`config.mk`:
```
export PLATFORM = sky130hd
export DESIGN_NAME = spram_bus_ctrl_flat
export DESIGN_NICKNAME = d
export VERILOG_FILES = /design/src/rtl/spram_bus_ctrl_pkg.sv /design/src/rtl/spram_bus_ctrl_if.sv /design/src/rtl/spram_bus_ctrl_power_seq.sv /design/src/rtl/spram_bus_ctrl.sv /design/src/flat_wrapper.sv
export SDC_FILE = /design/constraint.sdc
export NUM_CORES = 1
export LEC_CHECK = 0
export ABC_AREA = 1
export ABC_CLOCK_PERIOD_IN_PS = 2000
export BUFFER_PORTS_ARGS = -buffer_cell sky130_fd_sc_hd__buf_2
export CORE_UTILIZATION = 25
export CTS_BUF_LIST = sky130_fd_sc_hd__clkbuf_8 sky130_fd_sc_hd__clkbuf_16
export DETAILED_ROUTE_END_ITERATION = 8
export PLACE_DENSITY = 0.58
export SLEW_MARGIN = 20
export SYNTH_ARGS = -nofsm -noshare
export SYNTH_HDL_FRONTEND = slang
export SYNTH_SLANG_ARGS = --single-unit
```
`constraint.sdc`:
```
create_clock -name clk -period 2 [get_ports clk]
set_input_delay 0.1 -clock clk [delete_from_list [all_inputs] [get_ports clk]]
set_output_delay 0.1 -clock clk [all_outputs]
set_load 0.01 [all_outputs]
```
`src/rtl/spram_bus_ctrl_pkg.sv`:
```
// spram_ctrl_pkg: shared types, widths and mask helper for the SPRAM bus controller
package spram_ctrl_pkg;
   localparam int SPRAM_ADDR_W = 14;
   localparam int SPRAM_DATA_W = 16;
   localparam int WORD_ADDR_W  = 13;
   typedef enum logic [3:0] {IDLE, WR_LO, WR_HI, RD_LO, RD_HI, RD_DONE, RSP, SLEEP, WAKE} state_t;
   // byte b of a 16-bit half enables nibbles 2(b mod 2) and 2(b mod 2)+1
   function automatic logic [3:0] byte_to_nibble(input logic [1:0] m);
      return {{2{m[1]}}, {2{m[0]}}};
   endfunction
endpackage

```
`src/rtl/spram_bus_ctrl_if.sv`:
```
// spram_bus_ctrl_if: 32-bit word command/response bus between the data bus adapter and the SPRAM controller
//   cmd_valid/cmd_ready/cmd_write/cmd_address/cmd_data/cmd_mask : command channel
//   rsp_valid/rsp_ready/rsp_data                                : read response channel
//   master = bus adapter side, slave = controller side
interface spram_bus_ctrl_if;
   import spram_ctrl_pkg::*;
   logic                   cmd_valid;
   logic                   cmd_ready;
   logic                   cmd_write;
   logic [WORD_ADDR_W-1:0] cmd_address;
   logic [31:0]            cmd_data;
   logic [3:0]             cmd_mask;
   logic                   rsp_valid;
   logic                   rsp_ready;
   logic [31:0]            rsp_data;
   modport master (output cmd_valid, cmd_write, cmd_address, cmd_data, cmd_mask, rsp_ready,
                   input cmd_ready, rsp_valid, rsp_data);
   modport slave  (input cmd_valid, cmd_write, cmd_address, cmd_data, cmd_mask, rsp_ready,
                   output cmd_ready, rsp_valid, rsp_data);
endinterface

```
`src/rtl/spram_bus_ctrl_power_seq.sv`:
```
// spram_power_seq: wake-up counting and optional idle standby for the SPRAM macro
//   clk, resetn       : clock, async active-low reset
//   state             : main FSM state
//   accept            : command accepted this cycle (only with SPRAM_AUTO_STANDBY_EN)
//   busy              : wake count still running (hold in WAKE)
//   sleep_ack         : macro is asleep
//   spram_sleep       : macro SLEEP pin
//   spram_standby     : macro STANDBY pin (tied 0 unless SPRAM_AUTO_STANDBY_EN)
module spram_power_seq import spram_ctrl_pkg::*; #(
   parameter int WAKE_CYCLES         = 3,
   parameter int STANDBY_IDLE_CYCLES = 8
) (
   input  logic   clk,
   input  logic   resetn,
   input  state_t state,
`ifdef SPRAM_AUTO_STANDBY_EN
   input  logic   accept,
`endif
   output logic   busy,
   output logic   sleep_ack,
   output logic   spram_sleep,
   output logic   spram_standby
);
   logic [3:0] wake_cnt;
   always_ff @(posedge clk or negedge resetn)
      if (!resetn) wake_cnt <= '0;
      else wake_cnt <= (state == WAKE) ? wake_cnt + 4'd1 : '0;
   // the last WAKE cycle is the one where the count hits WAKE_CYCLES-1
   assign busy        = (state == WAKE) && (wake_cnt != 4'(WAKE_CYCLES - 1));
   assign sleep_ack   = state == SLEEP;
   assign spram_sleep = state == SLEEP;
`ifdef SPRAM_AUTO_STANDBY_EN
   logic [7:0] idle_cnt;
   always_ff @(posedge clk or negedge resetn)
      if (!resetn) idle_cnt <= '0;
      else idle_cnt <= (state != IDLE || accept) ? '0 : idle_cnt + {7'd0, idle_cnt != 8'hFF};
   // accept drops STANDBY in the accept cycle so the first access sees the macro awake
   assign spram_standby = (state == IDLE) && !accept && (idle_cnt >= 8'(STANDBY_IDLE_CYCLES));
`else
   assign spram_standby = 1'b0;
`endif
endmodule

```
`src/rtl/spram_bus_ctrl.sv`:
```
// spram_bus_ctrl: 32-bit word initiator for one 16K x 16 iCE40UP SPRAM, two 16-bit accesses per word
//   clk, resetn          : clock, async active-low reset
//   bus (slave)          : command/response channel (spram_bus_ctrl_if)
//   sleep_req/sleep_ack  : level sleep request and acknowledge
//   spram_*              : SPRAM primitive pins, decoded from state and latched command only
//   Optional: SPRAM_AUTO_STANDBY_EN enables idle-driven STANDBY
module spram_bus_ctrl import spram_ctrl_pkg::*; #(
   parameter int WAKE_CYCLES         = 3,
   parameter int STANDBY_IDLE_CYCLES = 8
) (
   input  logic                    clk,
   input  logic                    resetn,
   spram_bus_ctrl_if.slave         bus,
   input  logic                    sleep_req,
   output logic                    sleep_ack,
   output logic [SPRAM_ADDR_W-1:0] spram_address,
   output logic [SPRAM_DATA_W-1:0] spram_datain,
   output logic [3:0]              spram_maskwren,
   output logic                    spram_wren,
   output logic                    spram_chipselect,
   output logic                    spram_standby,
   output logic                    spram_sleep,
   output logic                    spram_poweroff,
   input  logic [SPRAM_DATA_W-1:0] spram_dataout
);
   state_t                 state, nxt;
   logic [WORD_ADDR_W-1:0] addr_q;
   logic [31:0]            data_q;
   logic [3:0]             mask_q;
   logic                   accept, busy, hi, wr, acc;
   assign bus.cmd_ready = (state == IDLE) && !sleep_req;
   assign accept        = bus.cmd_valid && bus.cmd_ready;
   assign bus.rsp_valid = state == RSP;
   assign spram_poweroff = 1'b1;
   spram_power_seq #(.WAKE_CYCLES(WAKE_CYCLES), .STANDBY_IDLE_CYCLES(STANDBY_IDLE_CYCLES)) u_pwr (
      .clk, .resetn, .state,
`ifdef SPRAM_AUTO_STANDBY_EN
      .accept,
`endif
      .busy, .sleep_ack, .spram_sleep, .spram_standby);
   always_ff @(posedge clk or negedge resetn)
      if (!resetn) state <= IDLE;
      else state <= nxt;
   always_ff @(posedge clk or negedge resetn)
      if (!resetn) begin
         addr_q       <= '0;
         data_q       <= '0;
         mask_q       <= '0;
         bus.rsp_data <= '0;
      end else begin
         if (accept) begin
            addr_q <= bus.cmd_address;
            data_q <= bus.cmd_data;
            mask_q <= bus.cmd_mask;
         end
         // macro read data appears the cycle after the address was presented
         if (state == RD_HI) bus.rsp_data[15:0] <= spram_dataout;
         if (state == RD_DONE) bus.rsp_data[31:16] <= spram_dataout;
      end
   always_comb begin
      nxt = state;
      case (state)
         IDLE:    nxt = sleep_req ? SLEEP : !bus.cmd_valid ? IDLE : !bus.cmd_write ? RD_LO :
                        |bus.cmd_mask[1:0] ? WR_LO : |bus.cmd_mask[3:2] ? WR_HI : IDLE;
         WR_LO:   nxt = |mask_q[3:2] ? WR_HI : IDLE;
         WR_HI:   nxt = IDLE;
         RD_LO:   nxt = RD_HI;
         RD_HI:   nxt = RD_DONE;
         RD_DONE: nxt = RSP;
         RSP:     nxt = bus.rsp_ready ? IDLE : RSP;
         SLEEP:   nxt = sleep_req ? SLEEP : WAKE;
         WAKE:    nxt = busy ? WAKE : sleep_req ? SLEEP : IDLE;
         default: nxt = IDLE;
      endcase
      hi               = (state == WR_HI) || (state == RD_HI);
      wr               = (state == WR_LO) || (state == WR_HI);
      acc              = wr || (state == RD_LO) || (state == RD_HI);
      spram_chipselect = acc;
      spram_wren       = wr;
      spram_address    = acc ? {addr_q, hi} : '0;
      spram_datain     = wr ? (hi ? data_q[31:16] : data_q[15:0]) : '0;
      spram_maskwren   = wr ? byte_to_nibble(hi ? mask_q[3:2] : mask_q[1:0]) : '0;
   end
endmodule

```
`src/flat_wrapper.sv`:
```
// flat-port wrapper written by rule: the top's interface ports become plain ports
module spram_bus_ctrl_flat import spram_ctrl_pkg::*;
#(
   parameter int WAKE_CYCLES         = 3,
   parameter int STANDBY_IDLE_CYCLES = 8
)
  (clk, resetn, sleep_req, sleep_ack, spram_address, spram_datain, spram_maskwren, spram_wren, spram_chipselect, spram_standby, spram_sleep, spram_poweroff, spram_dataout, bus_cmd_valid, bus_cmd_write, bus_cmd_address, bus_cmd_data, bus_cmd_mask, bus_rsp_ready, bus_cmd_ready, bus_rsp_valid, bus_rsp_data);
  spram_bus_ctrl_if bus_i ();
  input  logic clk;
  input  logic resetn;
  input  logic sleep_req;
  output logic sleep_ack;
  output logic [SPRAM_ADDR_W-1:0] spram_address;
  output logic [SPRAM_DATA_W-1:0] spram_datain;
  output logic [3:0] spram_maskwren;
  output logic spram_wren;
  output logic spram_chipselect;
  output logic spram_standby;
  output logic spram_sleep;
  output logic spram_poweroff;
  input  logic [SPRAM_DATA_W-1:0] spram_dataout;
  input wire logic [$bits(bus_i.cmd_valid)-1:0] bus_cmd_valid;
  input wire logic [$bits(bus_i.cmd_write)-1:0] bus_cmd_write;
  input wire logic [$bits(bus_i.cmd_address)-1:0] bus_cmd_address;
  input wire logic [$bits(bus_i.cmd_data)-1:0] bus_cmd_data;
  input wire logic [$bits(bus_i.cmd_mask)-1:0] bus_cmd_mask;
  input wire logic [$bits(bus_i.rsp_ready)-1:0] bus_rsp_ready;
  output wire logic [$bits(bus_i.cmd_ready)-1:0] bus_cmd_ready;
  output wire logic [$bits(bus_i.rsp_valid)-1:0] bus_rsp_valid;
  output wire logic [$bits(bus_i.rsp_data)-1:0] bus_rsp_data;
  assign bus_i.cmd_valid = bus_cmd_valid;
  assign bus_i.cmd_write = bus_cmd_write;
  assign bus_i.cmd_address = bus_cmd_address;
  assign bus_i.cmd_data = bus_cmd_data;
  assign bus_i.cmd_mask = bus_cmd_mask;
  assign bus_i.rsp_ready = bus_rsp_ready;
  assign bus_cmd_ready = bus_i.cmd_ready;
  assign bus_rsp_valid = bus_i.rsp_valid;
  assign bus_rsp_data = bus_i.rsp_data;
  spram_bus_ctrl #(.WAKE_CYCLES(WAKE_CYCLES), .STANDBY_IDLE_CYCLES(STANDBY_IDLE_CYCLES)) u_core (.clk(clk), .resetn(resetn), .bus(bus_i), .sleep_req(sleep_req), .sleep_ack(sleep_ack), .spram_address(spram_address), .spram_datain(spram_datain), .spram_maskwren(spram_maskwren), .spram_wren(spram_wren), .spram_chipselect(spram_chipselect), .spram_standby(spram_standby), .spram_sleep(spram_sleep), .spram_poweroff(spram_poweroff), .spram_dataout(spram_dataout));
endmodule
```
==> metrics <==
outcome=complete, no violations; Clock Power Share=19.1%; Die Y=130 µm; CTS Buffer Depth=2; most common cell in the netlist=nand2_1; top post-synthesis cells by count=nand2_1 (147), dfrtp_1 (89), nand3_1 (55); WL final=11,700 µm; global-route wire length before repair=18,300 µm; Fill cells=1,681; Leakage=3.19 nW; GRT Resource Usage Total=14.2%; RSZ-0062 raised after global routing=yes; Yosys Warn Count=0; Worst VDD drop=0.000571 V; DP Wirelength=7720 µm; Final Non-Filler Cells=905; Layout Skew=0.00347 ns; syn nets=574; EDFF count, synth=0; Hold Fails Final Rpt=0; switching power=3.57 mW; fraction of the mapped netlist area in adder cells=0.613%; complex-gate fraction of the synthesized area=8.85%; mux contribution to synthesized area=0%; top-area cell type share of the netlist area=54.5%; H-tree Lvls=3; Yosys top cell by area=dfrtp_1; async set or reset register ratio after synthesis=100%; synthesized cell area=4090 µm²; Logic pwr share=45.8%; DR vias/cell=4.22; GP Congestion=0.757; fin util=36.9%; Main synth FF type=dfrtp_1; P per Cell Area=1490 nW/µm²; # DRC=0; I/O Buffers=142; post-route setup TNS=0 ns; xor and xnor area share after synthesis=0.429%; area of the multi-input gates=1560 µm²; gate count after technology mapping=501; core area=15,900 µm²; Via Count=3,816; hold_ws=0.00624 ns; mean area per synthesized cell=8.15 µm²; max-slew violations=0; FF+latch area=2230 µm²; largest family of logic cells by synthesized area=simple AND/OR/NAND/NOR gates; Seq cells post-synth=89; CTS clock-pin slew for the worst setup and hold paths=0.06 ns; # setup viols final=0; crit path launch type=flop; switching share of power=40.6%; antenna cells=0; period utilisation layout=96.9%; crit path DAT=1.84 ns; minimum clock period=1.94 ns; ANT nets after route=0; Synth area leaders=dfrtp_1 (55%), nand2_1 (14%), nand3_1 (6.7%), o21ai_0 (5.9%), nor2_1 (3.8%); critical path capture point type=output port; clk_lat worst skew=0.34 ns; IO Count=145; Synth Area in Simple Gates=26.9%; area grow syn2layout=44.0%; FMAX=0.516 GHz; vias in the first global route=3,576; Sink Count=89; die width=130 µm; Crit path required time=1.90 ns; drt first pass iters=4; wire per inst=12.9 µm; initial antenna violation count=0; Seq/Total Area, Yosys=54.5%; largest net degree at the start of global routing=49; die area=16,900 µm²; clock root buffer=clkbuf_16; Crit Path Class=flop to output port; synth unique cells=27; Min-Delay Path Class=primary input to flop; fin nets=757; initial core utilization=25.6%; GRT overflow=0; Rows=46; Max FO, Critical Path=16; Internal Dissipation=5.22 mW; detailed router's first-iteration violation count=115; sequential share of power=35.1%; CTS Buf Count=9; placed cell count=834; CTS tree=done; share of layout cells above drive strength 1=28.0%; Max-cap violations=0
## metrics by stage
| stage | total power [mW] | setup WS [ns] | instance area, µm² |
|---|---|---|---|
| after floorplan | 5.34 | 0.532 | 4090 |
| after CTS | 8.47 | -0.0271 | 5730 |
| final | 8.78 | 0.0624 | 5880 |
| after global placement | 6.61 | 0.265 | 4990 |
| after detailed placement | 6.66 | 0.236 | 4990 |
| after global routing | 9.57 | -0.0444 | 5880 |
## placed cells by master (no fill, tap or decap), types with 3 or more instances in the layout
master,n
buf_12,4
dlygate4sd3_1,44
nand2_1,146
buf_2,141
inv_1,42
o21ai_0,46
a21oi_1,19
buf_4,14
clkbuf_16,9
nand3_1,55
nor2_4,4
dfrtp_2,3
nor2_1,41
o21ai_1,6
dfrtp_1,86
## layer usage
layer  part of all wire [%]  vias to the layer above  GRT usage [%]
met1                     48                     1771           18.9
met2                     47                       93           22.8
met3                    3.4                       12           2.42
li1                       -                     1940              -
met5                      0                        -              0
met4                    1.6                        0           6.16
## power by group through the flow
stage	clock network (mW)	registers, mW	logic (mW)
final	1.68	3.08	4.03
after global routing	1.81	3.19	4.58
after CTS	1.73	3.07	3.67
after detailed placement	0	3.09	3.58
after global placement	0	3.08	3.53
after floorplan	0	3.16	2.18
## logic make-up after synthesis
kind of cell / count (synthesis)
other: 2
and+or+nand+nor: 258
DFF: 89
adders and majority gates: 2
AOI/OAI and AO/OA: 72
buffers and inverters: 76
xor gates and xnor gates: 2
## final timing paths
path	from	endpoint	slack [ns]	cells after the start
setup / recovery	u_core.state[3]$_DFF_PN0_	spram_maskwren[3]	0.06	6
hold / removal	bus_cmd_data[7]	u_core.data_q[7]$_DFFE_PN0P_	0.006	3
setup reg to reg	u_core.state[1]$_DFF_PN0_	u_core.data_q[17]$_DFFE_PN0P_	0.32	8
hold reg to reg	u_core.data_q[1]$_DFFE_PN0P_	u_core.data_q[1]$_DFFE_PN0P_	0.47	2
max in group asynchronous	resetn	u_core.data_q[2]$_DFFE_PN0P_	1.22	3
min in group asynchronous	resetn	u_core.bus.rsp_data[25]$_DFFE_PN0P_	0.18	2
## critical path, stage by stage (launching register included)
cell	delay [ns]
dfrtp_2	0.45
nor2_4	0.21
nand3_4	0.19
nand2_8	0.17
o21ai_0	0.10
nor2_1	0.20
buf_2	0.18
## registers in the layout, indices dropped and copies added (netlist names)
name and cells:
u_core.bus.rsp_data 32, u_core.data_q 32, u_core.state 4, u_core.mask_q 4
u_core.addr_q 13, u_core.u_pwr.wake_cnt 4
## area by class of cell
| type | count | area share (%) |
|---|---|---|
| sequential | 89 | 37.9 |
| multi-input combinational | 336 | 26.5 |
| timing repair buffer | 206 | 23.3 |
| tap | 216 | 4.59 |
| clock buffer | 10 | 4.06 |
| inverter | 41 | 2.68 |
| clock inverter | 6 | 0.872 |
| timing repair inverter | 1 | 0.128 |
## repair_timing
action                                  in CTS  in global routing
hold buffers                                44                  0
endpoints found under the setup margin      21                 34
pin swaps                                    0                  5
hold endpoints to repair                   108                  0
gates resized for setup                      3                 16
setup buffers                                0                 10
gates cloned                                 0                  1
(Power assumes the default switching activity.)
